## config.mk

```make
export PLATFORM = sky130hd
export DESIGN_NAME = ahb_slave_bridge
export DESIGN_NICKNAME = d
export VERILOG_FILES = /design/src/rtl/ahb_slave_bridge.sv
export SDC_FILE = /design/constraint.sdc
export NUM_CORES = 1
export LEC_CHECK = 0
export BUFFER_PORTS_ARGS = -buffer_cell sky130_fd_sc_hd__buf_2
export CAP_MARGIN = 20
export CORE_MARGIN = 4
export CORE_UTILIZATION = 43
export CTS_BUF_LIST = sky130_fd_sc_hd__clkbuf_4 sky130_fd_sc_hd__clkbuf_8 sky130_fd_sc_hd__clkbuf_16
export DETAILED_ROUTE_END_ITERATION = 16
export MAX_ROUTING_LAYER = met4
export PLACE_DENSITY = 0.8
export SLEW_MARGIN = 20
export SYNTH_ARGS = -nofsm -noshare
export SYNTH_HDL_FRONTEND = slang
export SYNTH_SLANG_ARGS = --single-unit
```

## constraint.sdc

```tcl
create_clock -name hclk -period 1.48 [get_ports hclk]
set_input_delay 0.296 -clock hclk [delete_from_list [all_inputs] [get_ports hclk]]
set_output_delay 0.296 -clock hclk [all_outputs]
set_load 0.01 [all_outputs]
```

## src/rtl/ahb_slave_bridge.sv

```systemverilog
// AHB-Lite slave to native valid/ready request/response bridge.
// Ports: AHB slave side (h*), native request (req_*) and response (rsp_*).
module ahb_slave_bridge #(
  parameter int ADDR_WIDTH = 16
) (
  input  logic                  hclk,
  input  logic                  hreset,
  input  logic                  hsel_i,
  input  logic                  hready_i,
  input  logic [1:0]            htrans_i,
  input  logic [2:0]            hsize_i,
  input  logic [2:0]            hburst_i,
  input  logic                  hwrite_i,
  input  logic [ADDR_WIDTH-1:0] haddr_i,
  input  logic [31:0]           hwdata_i,
  output logic                  hready_o,
  output logic [1:0]            hresp_o,
  output logic [31:0]           hrdata_o,
  output logic                  req_vld_o,
  input  logic                  req_rdy_i,
  output logic                  req_wr_o,
  output logic [ADDR_WIDTH-1:0] req_addr_o,
  output logic [2:0]            req_size_o,
  output logic [31:0]           req_wdata_o,
  output logic [3:0]            req_wstrb_o,
  input  logic                  rsp_vld_i,
  input  logic [31:0]           rsp_rdata_i,
  input  logic                  rsp_err_i
);

  typedef enum logic [2:0] {
    S_IDLE,
    S_REQ,
    S_RSP,
    S_DONE,
    S_ERR1,
    S_ERR2
  } state_t;

  state_t state_q;
  state_t state_d;

  logic       can_accept;
  logic       accept;
  logic       illegal;
  logic [3:0] wstrb_d;
  logic       unused;

  // Burst type and BUSY/SEQ distinction carry no meaning here.
  assign unused = ^{hburst_i, htrans_i[0]};

  assign can_accept = (state_q == S_IDLE)
                    | (state_q == S_DONE)
                    | (state_q == S_ERR2);

  assign accept = can_accept & hsel_i
                & hready_i & htrans_i[1];

  assign req_wdata_o = hwdata_i;

  always_comb begin
    illegal = 1'b0;
    unique case (hsize_i)
      3'd0:    illegal = 1'b0;
      3'd1:    illegal = haddr_i[0];
      3'd2:    illegal = |haddr_i[1:0];
      default: illegal = 1'b1;
    endcase
  end

  always_comb begin
    wstrb_d = 4'h0;
    if (hwrite_i) begin
      unique case (hsize_i)
        3'd0:    wstrb_d = 4'b0001 << haddr_i[1:0];
        3'd1:    wstrb_d = 4'b0011 << {haddr_i[1], 1'b0};
        default: wstrb_d = 4'hF;
      endcase
    end
  end

  always_comb begin
    state_d   = state_q;
    hready_o  = 1'b1;
    hresp_o   = 2'b00;
    req_vld_o = 1'b0;
    unique case (state_q)
      S_IDLE, S_DONE, S_ERR2: begin
        if (state_q == S_ERR2) begin
          hresp_o = 2'b01;
        end
        if (accept) begin
          state_d = illegal ? S_ERR1 : S_REQ;
        end else begin
          state_d = S_IDLE;
        end
      end
      S_REQ: begin
        hready_o  = 1'b0;
        req_vld_o = 1'b1;
        if (req_rdy_i) begin
          state_d = S_RSP;
        end
      end
      S_RSP: begin
        hready_o = 1'b0;
        if (rsp_vld_i) begin
          state_d = rsp_err_i ? S_ERR1 : S_DONE;
        end
      end
      S_ERR1: begin
        hready_o = 1'b0;
        hresp_o  = 2'b01;
        state_d  = S_ERR2;
      end
      default: begin
        state_d = S_IDLE;
      end
    endcase
  end

  always_ff @(posedge hclk) begin
    if (hreset) begin
      state_q     <= S_IDLE;
      hrdata_o    <= 32'h0;
      req_wr_o    <= 1'b0;
      req_addr_o  <= '0;
      req_size_o  <= 3'd0;
      req_wstrb_o <= 4'h0;
    end else begin
      state_q <= state_d;
      if (accept) begin
        req_wr_o    <= hwrite_i;
        req_addr_o  <= haddr_i;
        req_size_o  <= hsize_i;
        req_wstrb_o <= wstrb_d;
      end
      // Only a successful read response updates read data.
      if ((state_q == S_RSP) && rsp_vld_i
          && !rsp_err_i && !req_wr_o) begin
        hrdata_o <= rsp_rdata_i;
      end
    end
  end

endmodule

```

# After elaboration in Yosys (flattened, before gate mapping)
# Index checks and enable logic that the tools add are counted.
[classes]
bitwise = 5
mux = 13
shifts = 2
reduce_logical = 11
n_eq_ne = 9
[ops]
columns = ["operator", "n"]
rows = [
  ["$mux W3", 5],
  ["$pmux W3 S4", 1],
  ["$eq A3 B2 Y1 const B", 3],
  ["$pmux W4 S2", 1],
  ["$eq A3 B1 Y1 const B", 2],
  ["$eq A3 B3 Y1 const B", 2],
  ["$logic_not A3 Y1", 2],
  ["$reduce_or A3 Y1", 2],
  ["$mux W4", 1],
  ["$ne A2 B2 Y1 const B", 2],
  ["$shl A1 B2 Y4 const A", 1],
  ["$shl A2 B2 Y4 const A", 1],
  ["$and A1 B1 Y1", 3],
  ["$logic_and A1 B1 Y1", 3],
  ["$mux W1", 3],
  ["$pmux W1 S3", 1],
  ["$logic_not A1 Y1", 2],
  ["$or A1 B1 Y1", 2],
  ["$pmux W1 S2", 1],
  ["$reduce_and A2 Y1", 1],
  ["$reduce_or A2 Y1", 1],
]
[word_totals]
register_bits = 59
inputBits = 96
out_inout_bits = 92
elab_cells = 46

# Longest topological paths before layout
# Gate-level depths: netlist of run 1.
[logic_depth]
ltp_word = 8
depth_mapped = 7
mapped_depth_nobuf = 4

# Worst setup path after synthesis of run 1
# No wires, ideal clock.
[synth_timing]
kind = "register -> register"
start = "register state_q[1]"
end = "register req_addr_o[15]"
stages_incl_launch_ff = 6
n_path_buf = 1
setup_time_ns = 0.143
synth_period_minus_slack_ns = 1.328
setup_slack_ns = 0.152
required_time_ns = 1.337
arrival_ns = 1.185
path_cell_list = "dfxtp_1 and2b_4 mux2_4 buf_6 nand3_2 a21oi_2"
[synth_via]
elab_chain_len = 6
word_cells_on_any_way = 8
cone_classes = "eq/ne (2); bitwise (5); reduce/logical (1)"
[synth_rtl]
columns = ["item", "line_no", "source"]
rows = [
  ["start: declaration", "40", "state_t state_q;"],
  ["start signal: assignment", "131", "state_q <= state_d;"],
  ["$eq A3 B2 Y1 or $logic_not A3 Y1 (tied branches)", "53, 52", ""],
  ["$or A1 B1 Y1", "53", "| (state_q == S_DONE)"],
  ["$or A1 B1 Y1 (*)", "54", "| (state_q == S_ERR2);"],
  ["$and A1 B1 Y1 (*)", "56", "assign accept = can_accept & hsel_i"],
  ["$and A1 B1 Y1 (*) (2 in series)", "57", "& hready_i & htrans_i[1];"],
  ["end signal: assignment", "134", "req_addr_o <= haddr_i;"],
  ["end: declaration", "22", "output logic [ADDR_WIDTH-1:0] req_addr_o,"],
]
# Mark *: on every way between the ends. The rest lies on a longest branch, timed or not.
# A chain may end at the register's enable or synchronous reset.

# Worst setup path in the final report of run 1
[layout_timing]
start = "register state_q[1]"
end = "output hready_o"
[layout_via]
elab_chain_len = 3
word_cells_on_any_way = 5
cone_classes = "eq/ne (3); mux (1); reduce/logical (1)"
[layout_rtl]
columns = ["item", "line_no", "source"]
rows = [
  ["$eq A3 B2 Y1, or another cell as far along", "87", "unique case (state_q)"],
  ["$reduce_or A3 Y1 (no source line) (*)", "--", ""],
  ["$mux W1 (*)", "87", ""],
  ["end: declaration", "16", "output logic hready_o,"],
]
# Marks and branches as above.

==> results of run 1 <==
[metrics by stage]
step | hold WS [ns] | instance area (µm²) | setup slack [ns] | setup TNS [ns] | power [mW]
after CTS | 0.1724 | 3754 | -0.01229 | -0.01229 | 3.849
final | 0.1933 | 3859 | 0.009142 | 0 | 3.818
after global placement | 0.4461 | 3488 | 0.06371 | 0 | 2.203
after floorplan | 0.4229 | 3019 | 0.1517 | 0 | 2.081
after detailed placement | 0.4541 | 3488 | 0.04944 | 0 | 2.214
after global routing | 0.1704 | 3859 | -0.04352 | -0.1603 | 4.000
[final timing paths]
path / start / endpoint / slack, ns / depth (start not counted)
max: state_q[1] / hready_o / 0.009 / 3
min: rsp_rdata_i[17] / hrdata_o[17] / 0.19 / 3
max reg2reg: state_q[0] / req_wstrb_o[2] / 0.03 / 6
min reg2reg: hrdata_o[3] / hrdata_o[3] / 0.47 / 2
[power by group]
| group | total [mW] | internal, mW | switching (mW) |
|---|---|---|---|
| registers | 1.65 | 1.62 | 0.0270 |
| logic | 0.562 | 0.254 | 0.307 |
| clock network | 1.61 | 0.980 | 0.629 |
| total | 3.82 | 2.85 | 0.963 |
[sequential cells by signal, summed over array words and instances, names as in the netlist]
signal	count
req_wr_o	1
req_wstrb_o	4
req_addr_o	16
hrdata_o	32
state_q	3
req_size_o	3
[layer usage]
layer  global-route usage (%)  vias to the layer above  share of wire [%]
met5                        -                        -                  0
met1                    21.77                     1187                 43
met4                    5.446                        0                1.4
met2                    27.75                      134                 46
met3                    7.957                       20                9.8
li1                         -                     1255                  -
[layout make-up]
type | instances | area (µm²)
Multi-Input combinational cell | 207 | 1434
Tap cell | 96 | 120.1
Fill cell | 583 | 2935
Clock inverter | 5 | 77.57
Inverter | 2 | 7.507
Sequential cell | 59 | 1192
Clock buffer | 11 | 138.9
Timing Repair Buffer | 140 | 888.4
[logic make-up (layout without fill, tap and decap cells)]
kind of cell | Yosys count | after routing | synth area share, %
mux | 2 | 2 | 1.243
simple gates | 105 | 105 | 21.55
compound gates | 98 | 98 | 22.67
buf+inv | 59 | 158 | 14.75
flops | 59 | 59 | 39.12
xor+xnor | 1 | 1 | 0.5389
other cells | 1 | 1 | 0.1242
[worst max-delay path: stages (launching register included)]
cell	delay, ns
dfxtp_4	0.38
nand2b_4	0.14
o22a_1	0.19
buf_2	0.14
[what timing repair did]
item | 4_1_cts | 5_1_grt
resized for setup | 9 | 6
pin swaps | 1 | 2
endpoints found under the setup margin | 3 | 4
cloned | 0 | 2
setup buffers | 2 | 2
hold endpoints to repair | 0 | 0
[Yosys cell counts (all sizes together), types with 4 or more instances]
cell type	instances
nand4	4
a21oi	62
clkbuf	10
nand2	65
nand3	21
dfxtp	59
nor2	4
buf	47
o21ai	28
==> metrics.md, run 1 <==
| Metric | Value |
|---|---|
| DRC Markers | `0` |
| Initial core utilization | `44.44%` |
| Layout cell share with drive strength beyond 1 | `approximately 63%` |
| Synthesized cell area | `approximately 3000 µm²` |
| P per Cell Area | `~990 nW/µm²` |
| Number of synthesized flops with an enable pin | `0` |
| Row count | `30` |
| H-tree levels | `3` |
| Top-Level Pins | `between 150 and 200` |
| Initial drt markers | `roughly 110` |
| Hold WC Path Type | `in -> reg` |
| Largest net degree at the start of global routing | `32` |
| Main flop type after synthesis | `dfxtp_1` |
| CP arrival | `~1.2 ns` |
| Synth Warn # | `0` |
| WS Path Type | `reg -> out` |
| Final Hold Vio Count | `0` |
| Max Slew Vio Count | `0` |
| Yosys cell types | `38` |
| Port bufs | `118` |
| Most common cell after layout, fill and taps aside | `buf_2` |
| Clk sinks | `roughly 60` |
| RD Place Congestion | `roughly 0.79` |
| CP max FO | `7` |
| WL/cell | `between 10 and 15 µm` |
| Mapped Cells | `approximately 330` |
| Die Y | `91.80 µm` |
| # hold bufs at CTS | `0` |
| Vias post-DR | `2596` |
| Synthesis-to-finish area growth | `27.81%` |
| Commonest cells after routing, fill and taps aside | `buf_2, dfxtp_1, a21oi_2` |
| Clk buf depth | `2` |
| Max-cap violations | `0` |
| First-pass DRT Iterations | `4` |
| Fmax | `roughly 680 MHz` |
| Mapped Avg Cell Area | `about 9.3 µm²` |
| Outcome | `completed` |
| Clock Skew | `approximately 0.0086 ns` |
| Post-synthesis register bit count | `around 60` |
| Vias in the first global route | `2631` |
| Detailed Place HPWL | `approximately 5.2 mm` |
| CP required | `1.18 ns` |
| Seq/Total Area, Yosys | `approximately 40%` |
| Non-filler cells, final | `520` |
| Root Driver | `clkbuf_8` |
| ANT cells | `0` |
| Post-synthesis net count | `roughly 420` |
| Top cell type's share of synthesized area | `between 30% and 40%` |
| Die area | `between 8000 and 9000 µm²` |
| Crit end category | `output port` |
| Via density | `4.992` |
| Final setup violation count | `0` |
| Placed cells | `498` |
| ANT nets after route | `0` |
| Final period util | `between 90% and 100%` |
| Dominant cell type by area after synthesis | `dfxtp_1` |
| Total track usage | `18.19%` |
| Total wire length | `7.507 mm` |
| Core area | `6794 µm²` |
| Setup crit start kind | `flip-flop` |
| Die X | `91.80 µm` |
| RSZ-0062 raised after global routing | `true` |
| Final core occ | `56.80%` |
| Clock buffer count from CTS | `9` |
| Gr ovfl total | `0` |
| Post-route minimum period | `roughly 1.5 ns` |
| TritonCTS clock tree | `built` |
| Synth async-reset ratio | `0%` |
| Dominant cells by area after synthesis | `dfxtp_1, a21oi_2, buf_4, nand3_2, nand2_2` |
| VDD IR max | `0.0007095 V` |
| Leak | `1.545 nW` |
| Clk Latency, worst-skew pair | `roughly 0.33 ns` |
| First-pass GRT wire length | `between 10 and 15 mm` |
| Initial antenna violation count | `0` |
| Clk slew on worst S/H paths | `around 0.070 ns` |
| Final nets | `around 520` |
Power figures use the tool's default switching activity.
==> run 2: changes to the inputs <==
--- a/config.mk
+++ b/config.mk
@@ -8,11 +8,11 @@
 export BUFFER_PORTS_ARGS = -buffer_cell sky130_fd_sc_hd__buf_2
 export CAP_MARGIN = 20
 export CORE_MARGIN = 4
-export CORE_UTILIZATION = 43
-export CTS_BUF_LIST = sky130_fd_sc_hd__clkbuf_4 sky130_fd_sc_hd__clkbuf_8 sky130_fd_sc_hd__clkbuf_16
+export CORE_UTILIZATION = 44
+export CTS_BUF_LIST = sky130_fd_sc_hd__clkbuf_4 sky130_fd_sc_hd__clkbuf_8
 export DETAILED_ROUTE_END_ITERATION = 16
 export MAX_ROUTING_LAYER = met4
-export PLACE_DENSITY = 0.8
+export PLACE_DENSITY = 0.82
 export SLEW_MARGIN = 20
 export SYNTH_ARGS = -nofsm -noshare
 export SYNTH_HDL_FRONTEND = slang
==> run 2 against run 1 <==
Clock power fell by 11%. Combinational power rose by 11%. Clock skew fell by 0.0038 ns. Sequential share of layout area rose by 0.34 points. Sequential cell count did not move. Design area fell by 1.1%. Wire length rose by 4.3%. Non-clock buffer count rose by 2. Critical endpoint unchanged. Largest cell class unchanged. Largest power group unchanged.
==> metrics.md, run 2 (synthesis gave the netlist of run 1 again) <==
| Metric | Value |
|---|---|
| Vias in the first global route | `2490` |
| Total wire length | `between 7 and 8 mm` |
| Layout cell share with drive strength beyond 1 | `62.35%` |
| Via density | `5.227` |
| ANT nets after route | `0` |
| Synthesis-to-finish area growth | `26.40%` |
| Gr ovfl total | `0` |
| Total power | `roughly 3.7 mW` |
| Initial drt markers | `approximately 130` |
| RD Place Congestion | `approximately 0.84` |
| Largest register by flop count | `hrdata_o` |
| Clk Latency, worst-skew pair | `around 0.32 ns` |
| Clk buf depth | `2` |
| Port bufs | `~120` |
| WL/cell | `around 16 µm` |
| Fmax | `680.3 MHz` |
| Final Hold Slack | `about 0.20 ns` |
| CP arrival | `~1.2 ns` |
| Total track usage | `between 15 and 20%` |
| Root Driver | `clkbuf_8` |
| Die area | `just over 8000 µm²` |
| Initial core utilization | `approximately 46%` |
| Core area | `roughly 6500 µm²` |
| Final core occ | `between 50% and 60%` |
| Largest net degree at the start of global routing | `36` |
| Top-Level Pins | `approximately 190` |
| Final nets | `approximately 520` |
| WS Path Type | `reg -> out` |
| First-pass GRT wire length | `between 10 and 15 mm` |
| Leak | `between 1.5 and 2 nW` |
| CP max FO | `7` |
| Max-cap violations | `0` |
| Post-route setup slack | `between 0.01 and 0.015 ns` |
| First-pass DRT Iterations | `4` |
| Clock Skew | `between 0.004 and 0.005 ns` |
| Outcome | `completed` |
| H-tree levels | `3` |
| Clock buffer count from CTS | `9` |
| Commonest cells after routing, fill and taps aside | `buf_2, dfxtp_1, a21oi_2` |
| DRC Markers | `0` |
| Setup crit start kind | `flip-flop` |
| Dpl ws | `-0.01540 ns` |
| Final setup violation count | `0` |
| Most common cell after layout, fill and taps aside | `buf_2` |
| Crit end category | `output port` |
| Die X | `between 90 and 100 µm` |
| CP required | `around 1.2 ns` |
| Final Hold Vio Count | `0` |
| Max reg flops | `32` |
| ANT cells | `0` |
| Die Y | `90.84 µm` |
| RSZ-0062 raised after global routing | `true` |
| Final period util | `99.32%` |
| Clk slew on worst S/H paths | `0.07 ns` |
| # hold bufs at CTS | `0` |
| Post-route minimum period | `around 1.5 ns` |
| P per Cell Area | `slightly below 1000 nW/µm²` |
| Total of fill cells in the finished design | `568` |
| Fin area | `between 3000 and 4000 µm²` |
| Vias post-DR | `approximately 2600` |
| Hold WC Path Type | `in -> reg` |
| Max Slew Vio Count | `0` |
| Largest regs | `hrdata_o: 32 flops, req_addr_o: 16 flops, req_wstrb_o: 4 flops` |
| Clk sinks | `a little under 60` |
| TritonCTS clock tree | `built` |
| Row count | `29` |
| Cell Area, Placed | `between 3000 and 4000 µm²` |
| Initial antenna violation count | `0` |
| Detailed Place HPWL | `~5.2 mm` |
| VDD IR max | `about 0.00048 V` |
run 2: changes by cell type in the layout (fill, tap and decap cells not counted), moves of 2 or more:
cell / previous run / this run
buf_4: 12 / 14
bufinv_16: 2 / 0
clkbuf_4: 2 / 0
clkbuf_8: 9 / 14
nor2_1: 2 / 4
run 2: worst max-delay path, cell delays in order (launching register included):
cell and delay, ns:
dfxtp_4 0.38, nand2b_4 0.15, o22a_1 0.19, buf_2 0.13
run 2: cell type report:
cell class,instances,area [µm²],share of cell area [%]
flip-flops and latches,59,1192,31.25
clock inverters,1,5.005,0.1311
inverters,2,7.507,0.1967
clock buffers,14,192.7,5.049
well taps,77,96.34,2.525
repair buffers,142,894.6,23.44
multi-input cells,207,1428,37.41
run 2: path summary, 6_finish.rpt:
kind | startpoint | to | slack (ns) | cells past startpoint
max | state_q[1] | hready_o | 0.01 | 3
min | rsp_rdata_i[12] | hrdata_o[12] | 0.20 | 3
max reg2reg | state_q[2] | hrdata_o[27] | 0.03 | 6
min reg2reg | hrdata_o[1] | hrdata_o[1] | 0.46 | 2
run 2: metal layers:
layer / share of wire (%) / wire, µm / global-route usage, %
met2: 46 / 3636 / 26.99
met5: 0 / 0 / -
met4: 1.6 / 129 / 8.040
met1: 42 / 3255 / 21.51
met3: 10 / 811 / 6.500
run 2: power breakdown:
group          internal [mW]  switching [mW]  leakage [nW]
combinational          0.295           0.331         0.965
sequential              1.62          0.0229         0.479
clock                  0.826           0.600         0.105
run 2: per-stage QoR:
stage	cells	setup TNS, ns
floorplan	325	0
global placement	477	0
detailed placement	477	-0.03816
CTS	494	0
global route	502	-0.1881
finish	502	0
run 2: timing repair:
action	CTS	global route
setup endpoints to repair	17	26
gates resized for setup	10	4
setup buffers	2	6
gates cloned	0	2
pin swaps	1	3
==> run 3: changes to the inputs <==
==> config.mk (replaced) <==
export PLATFORM = sky130hd
export DESIGN_NAME = ahb_slave_bridge
export DESIGN_NICKNAME = d
export VERILOG_FILES = /design/src/rtl/ahb_slave_bridge.sv
export SDC_FILE = /design/constraint.sdc
export NUM_CORES = 1
export LEC_CHECK = 0
export ABC_AREA = 1
export BUFFER_PORTS_ARGS = -buffer_cell sky130_fd_sc_hd__buf_2
export CAP_MARGIN = 20
export CORE_MARGIN = 4
export CORE_UTILIZATION = 40
export DETAILED_ROUTE_END_ITERATION = 16
export MAX_ROUTING_LAYER = met4
export PLACE_DENSITY = 0.8
export SLEW_MARGIN = 20
export SYNTH_ARGS = -nofsm -noshare
export SYNTH_HDL_FRONTEND = slang
export SYNTH_SLANG_ARGS = --single-unit
==> run 3 against run 2 <==
Global-route usage fell by 0.83 points. Clock power up 7%. Design area fell by 16%. Largest power group unchanged.
==> metrics.md, run 3 <==
| Metric | Value |
|---|---|
| Crit path cell chain | `inv_4 > nand3_4 > inv_2 > nor3_2 > buf_2` |
| Reg2Reg Depth | `8` |
| First-pass DRT Iterations | `4` |
| Commonest cells after routing, fill and taps aside | `buf_2, nor2_1, dfxtp_1` |
| Reg-to-reg endpoint | `hrdata_o[16]` |
| Top cell type's share of synthesized area | `47.13%` |
| Clock Skew | `between 0.009 and 0.01 ns` |
| Initial antenna violation count | `0` |
| Hold WC Path Type | `in -> reg` |
| Row count | `28` |
| Final core occ | `between 50% and 60%` |
| RD Place Congestion | `about 0.81` |
| H-tree levels | `3` |
| Seq/Total Area, Yosys | `a little under half` |
| Dominant cell type by area after synthesis | `dfxtp_1` |
| Number of synthesized flops with an enable pin | `0` |
| Vias post-DR | `roughly 2400` |
| Synthesized cell area | `between 2000 and 3000 µm²` |
| Clock buffer count from CTS | `9` |
| Clk sinks | `between 50 and 60` |
| Port bufs | `roughly 120` |
| WS Path Type | `reg -> out` |
| Leak | `1.690 nW` |
| Most common cell in the netlist | `nor2_1` |
| TritonCTS clock tree | `built` |
| Total of fill cells in the finished design | `just under 600` |
| Total track usage | `approximately 17%` |
| Final nets | `approximately 520` |
| Largest family of logic cells by synthesized area | `simple AND/OR/NAND/NOR gates` |
| Layout cell share with drive strength beyond 1 | `about two fifths` |
| Area of the multi-input gates | `between 900 and 1000 µm²` |
| Mapped Avg Cell Area | `approximately 7.5 µm²` |
| Dominant cells by area after synthesis | `dfxtp_1, nor2_1, buf_4, o21ai_0, nand2_1` |
| CP required | `between 1 and 1.5 ns` |
| Fmax | `680.0 MHz` |
| Reg2reg start | `state_q[0]` |
| Max-cap violations | `0` |
| Yosys cell types | `22` |
| Largest regs | `hrdata_o: 32 flops, req_addr_o: 16 flops, req_wstrb_o: 4 flops` |
| Synthesized-area fraction occupied by and/or/nand/nor cells | `about 23%` |
| Root Driver | `clkbuf_8` |
| Post-synthesis net count | `approximately 430` |
| Final period util | `99.36%` |
| Max reg flops | `32` |
| WL/cell | `around 12 µm` |
| Clk buf depth | `2` |
| Detailed Place HPWL | `~4.5 mm` |
| ANT cells | `0` |
| Clk Latency, worst-skew pair | `roughly 0.33 ns` |
| Crit end category | `output port` |
| Reg2Reg Setup Slack | `roughly 0.1 ns` |
| XOR/XNOR Fraction of Synth Area | `0%` |
| Top-Level Pins | `between 150 and 200` |
| Synthesis-to-finish area growth | `27.76%` |
| Hold Path Stages | `3` |
| Most common cell after layout, fill and taps aside | `buf_2` |
| Total wire length | `6.121 mm` |
| Gr ovfl total | `0` |
| Initial core utilization | `41.83%` |
| Register area | `roughly 1200 µm²` |
| Worst hold start | `haddr_i[5]` |
| Adder-cell share of the synthesized area | `0%` |
| Most frequent cells after synthesis | `nor2_1, dfxtp_1, o21ai_0, buf_4, nand2_1` |
| Die Y | `87.16 µm` |
| Synth async-reset ratio | `0%` |
| Final Hold Slack | `~0.19 ns` |
| Via density | `4.719` |
| VDD IR max | `approximately 0.0007 V` |
| CP arrival | `1.17 ns` |
| Die area | `around 7600 µm²` |
| Outcome | `completed` |
| Setup crit start kind | `flip-flop` |
| Main flop type after synthesis | `dfxtp_1` |
| ANT nets after route | `0` |
| Clk slew on worst S/H paths | `approximately 0.070 ns` |
| Die X | `87.16 µm` |
| Core area | `5991 µm²` |
| Final setup violation count | `0` |
| DRC Markers | `0` |
| Mux contribution to synthesized area | `0%` |
| First-pass GRT wire length | `approximately 10 mm` |
| # hold bufs at CTS | `0` |
| Vias in the first global route | `around 2300` |
| RSZ-0062 raised after global routing | `true` |
| Post-synthesis register bit count | `59` |
| P per Cell Area | `1186 nW/µm²` |
| Critical path's top delay family | `flip-flops` |
| Post-route minimum period | `approximately 1.5 ns` |
| Synth Warn # | `0` |
| Worst Hold End | `req_addr_o[5]` |
| Mapped Cells | `approximately 330` |
| CP Buf/Inv Count | `3` |
| Worst path max stage delay | `0.38 ns` |
| Initial drt markers | `95` |
| Largest net degree at the start of global routing | `36` |
| CP max FO | `3` |
| CP max stage cell | `dfxtp_4` |
| Final Hold Vio Count | `0` |
| Largest register by flop count | `hrdata_o` |
| Compound-Gate Fraction of Synth Area | `13.93%` |
| Max Slew Vio Count | `0` |
| Critical path depth | `5` |
## run 3: cell count changes after synthesis, sizes merged, moves of 3 or more
cell	before	now
nor2	4	109
a21oi	62	12
nand2	65	24
o21ai	28	57
nand3	21	2
inv	2	13
buf	47	43
clkbuf	10	6
nand4	4	0
nor3	1	4
## run 3: cell type report
type | count | share of cell area, %
clock inverter | 4 | 1.485
timing repair buffer | 128 | 21.53
sequential | 59 | 37.24
multi-input combinational | 211 | 29.89
clock buffer | 12 | 5.158
inverter | 13 | 1.758
tap | 75 | 2.931
## run 3: worst reg2reg max path: stages (launching register included)
cell,delay (ns)
dfxtp_4,0.36
inv_2,0.05
nand2_2,0.08
nor3_4,0.17
nand2_2,0.08
nor2_4,0.16
inv_4,0.16
nor2_1,0.15
nor2_1,0.06
## run 3: how the worst max path moves through the flow
stage | startpoint | to | slack [ns]
after detailed placement | state_q[1] | hrdata_o[16] | 0.03
final | state_q[2] | hready_o | 0.009
after CTS | state_q[2] | hready_o | -0.02
after global placement | rsp_err_i | hrdata_o[22] | 0.08
after floorplan | state_q[1] | hrdata_o[12] | 0.26
after global routing | state_q[2] | hready_o | -0.05
## run 3: timing repair
item	CTS	global route
setup endpoints to repair	1	47
hold endpoints to repair	0	0
buffers inserted	3	0
pin swaps	2	1
resized for setup	12	10
## run 3: through the flow
step / instance area [µm²] / total power [mW] / setup TNS (ns) / std cells / worst slack, ns
after floorplan: 2506 / 2.123 / 0 / 332 / 0.2580
final: 3202 / 3.798 / 0 / 502 / 0.009483
after CTS: 3178 / 3.846 / -0.01573 / 502 / -0.01573
after global placement: 2912 / 2.252 / 0 / 483 / 0.08479
after detailed placement: 2912 / 2.263 / 0 / 483 / 0.03332
after global routing: 3202 / 4.002 / -0.1292 / 502 / -0.04950
## run 3: logic make-up (layout without fill, tap and decap cells)
| kind of cell | after synthesis | in the layout |
|---|---|---|
| AND/OR/NAND/NOR | 141 | 141 |
| AO/OA/AOI/OAI | 69 | 69 |
| other | 1 | 1 |
| buffers and inverters | 62 | 157 |
| flip-flops | 59 | 59 |
## run 3: metal layers
metal	up-vias	part of all wire, %	track usage (%)
met5	-	0	-
met4	0	1.9	8.787
met3	19	9.7	5.487
met2	103	45	26.50
met1	1049	43	19.81
li1	1198	-	-
## run 3: report_power, final
| part | internal, mW | switching, mW | total [mW] | leakage, nW |
|---|---|---|---|---|
| Sequential | 1.68 | 0.0527 | 1.73 | 0.480 |
| Clock | 0.909 | 0.617 | 1.53 | 0.108 |
| Combinational | 0.238 | 0.301 | 0.539 | 1.10 |
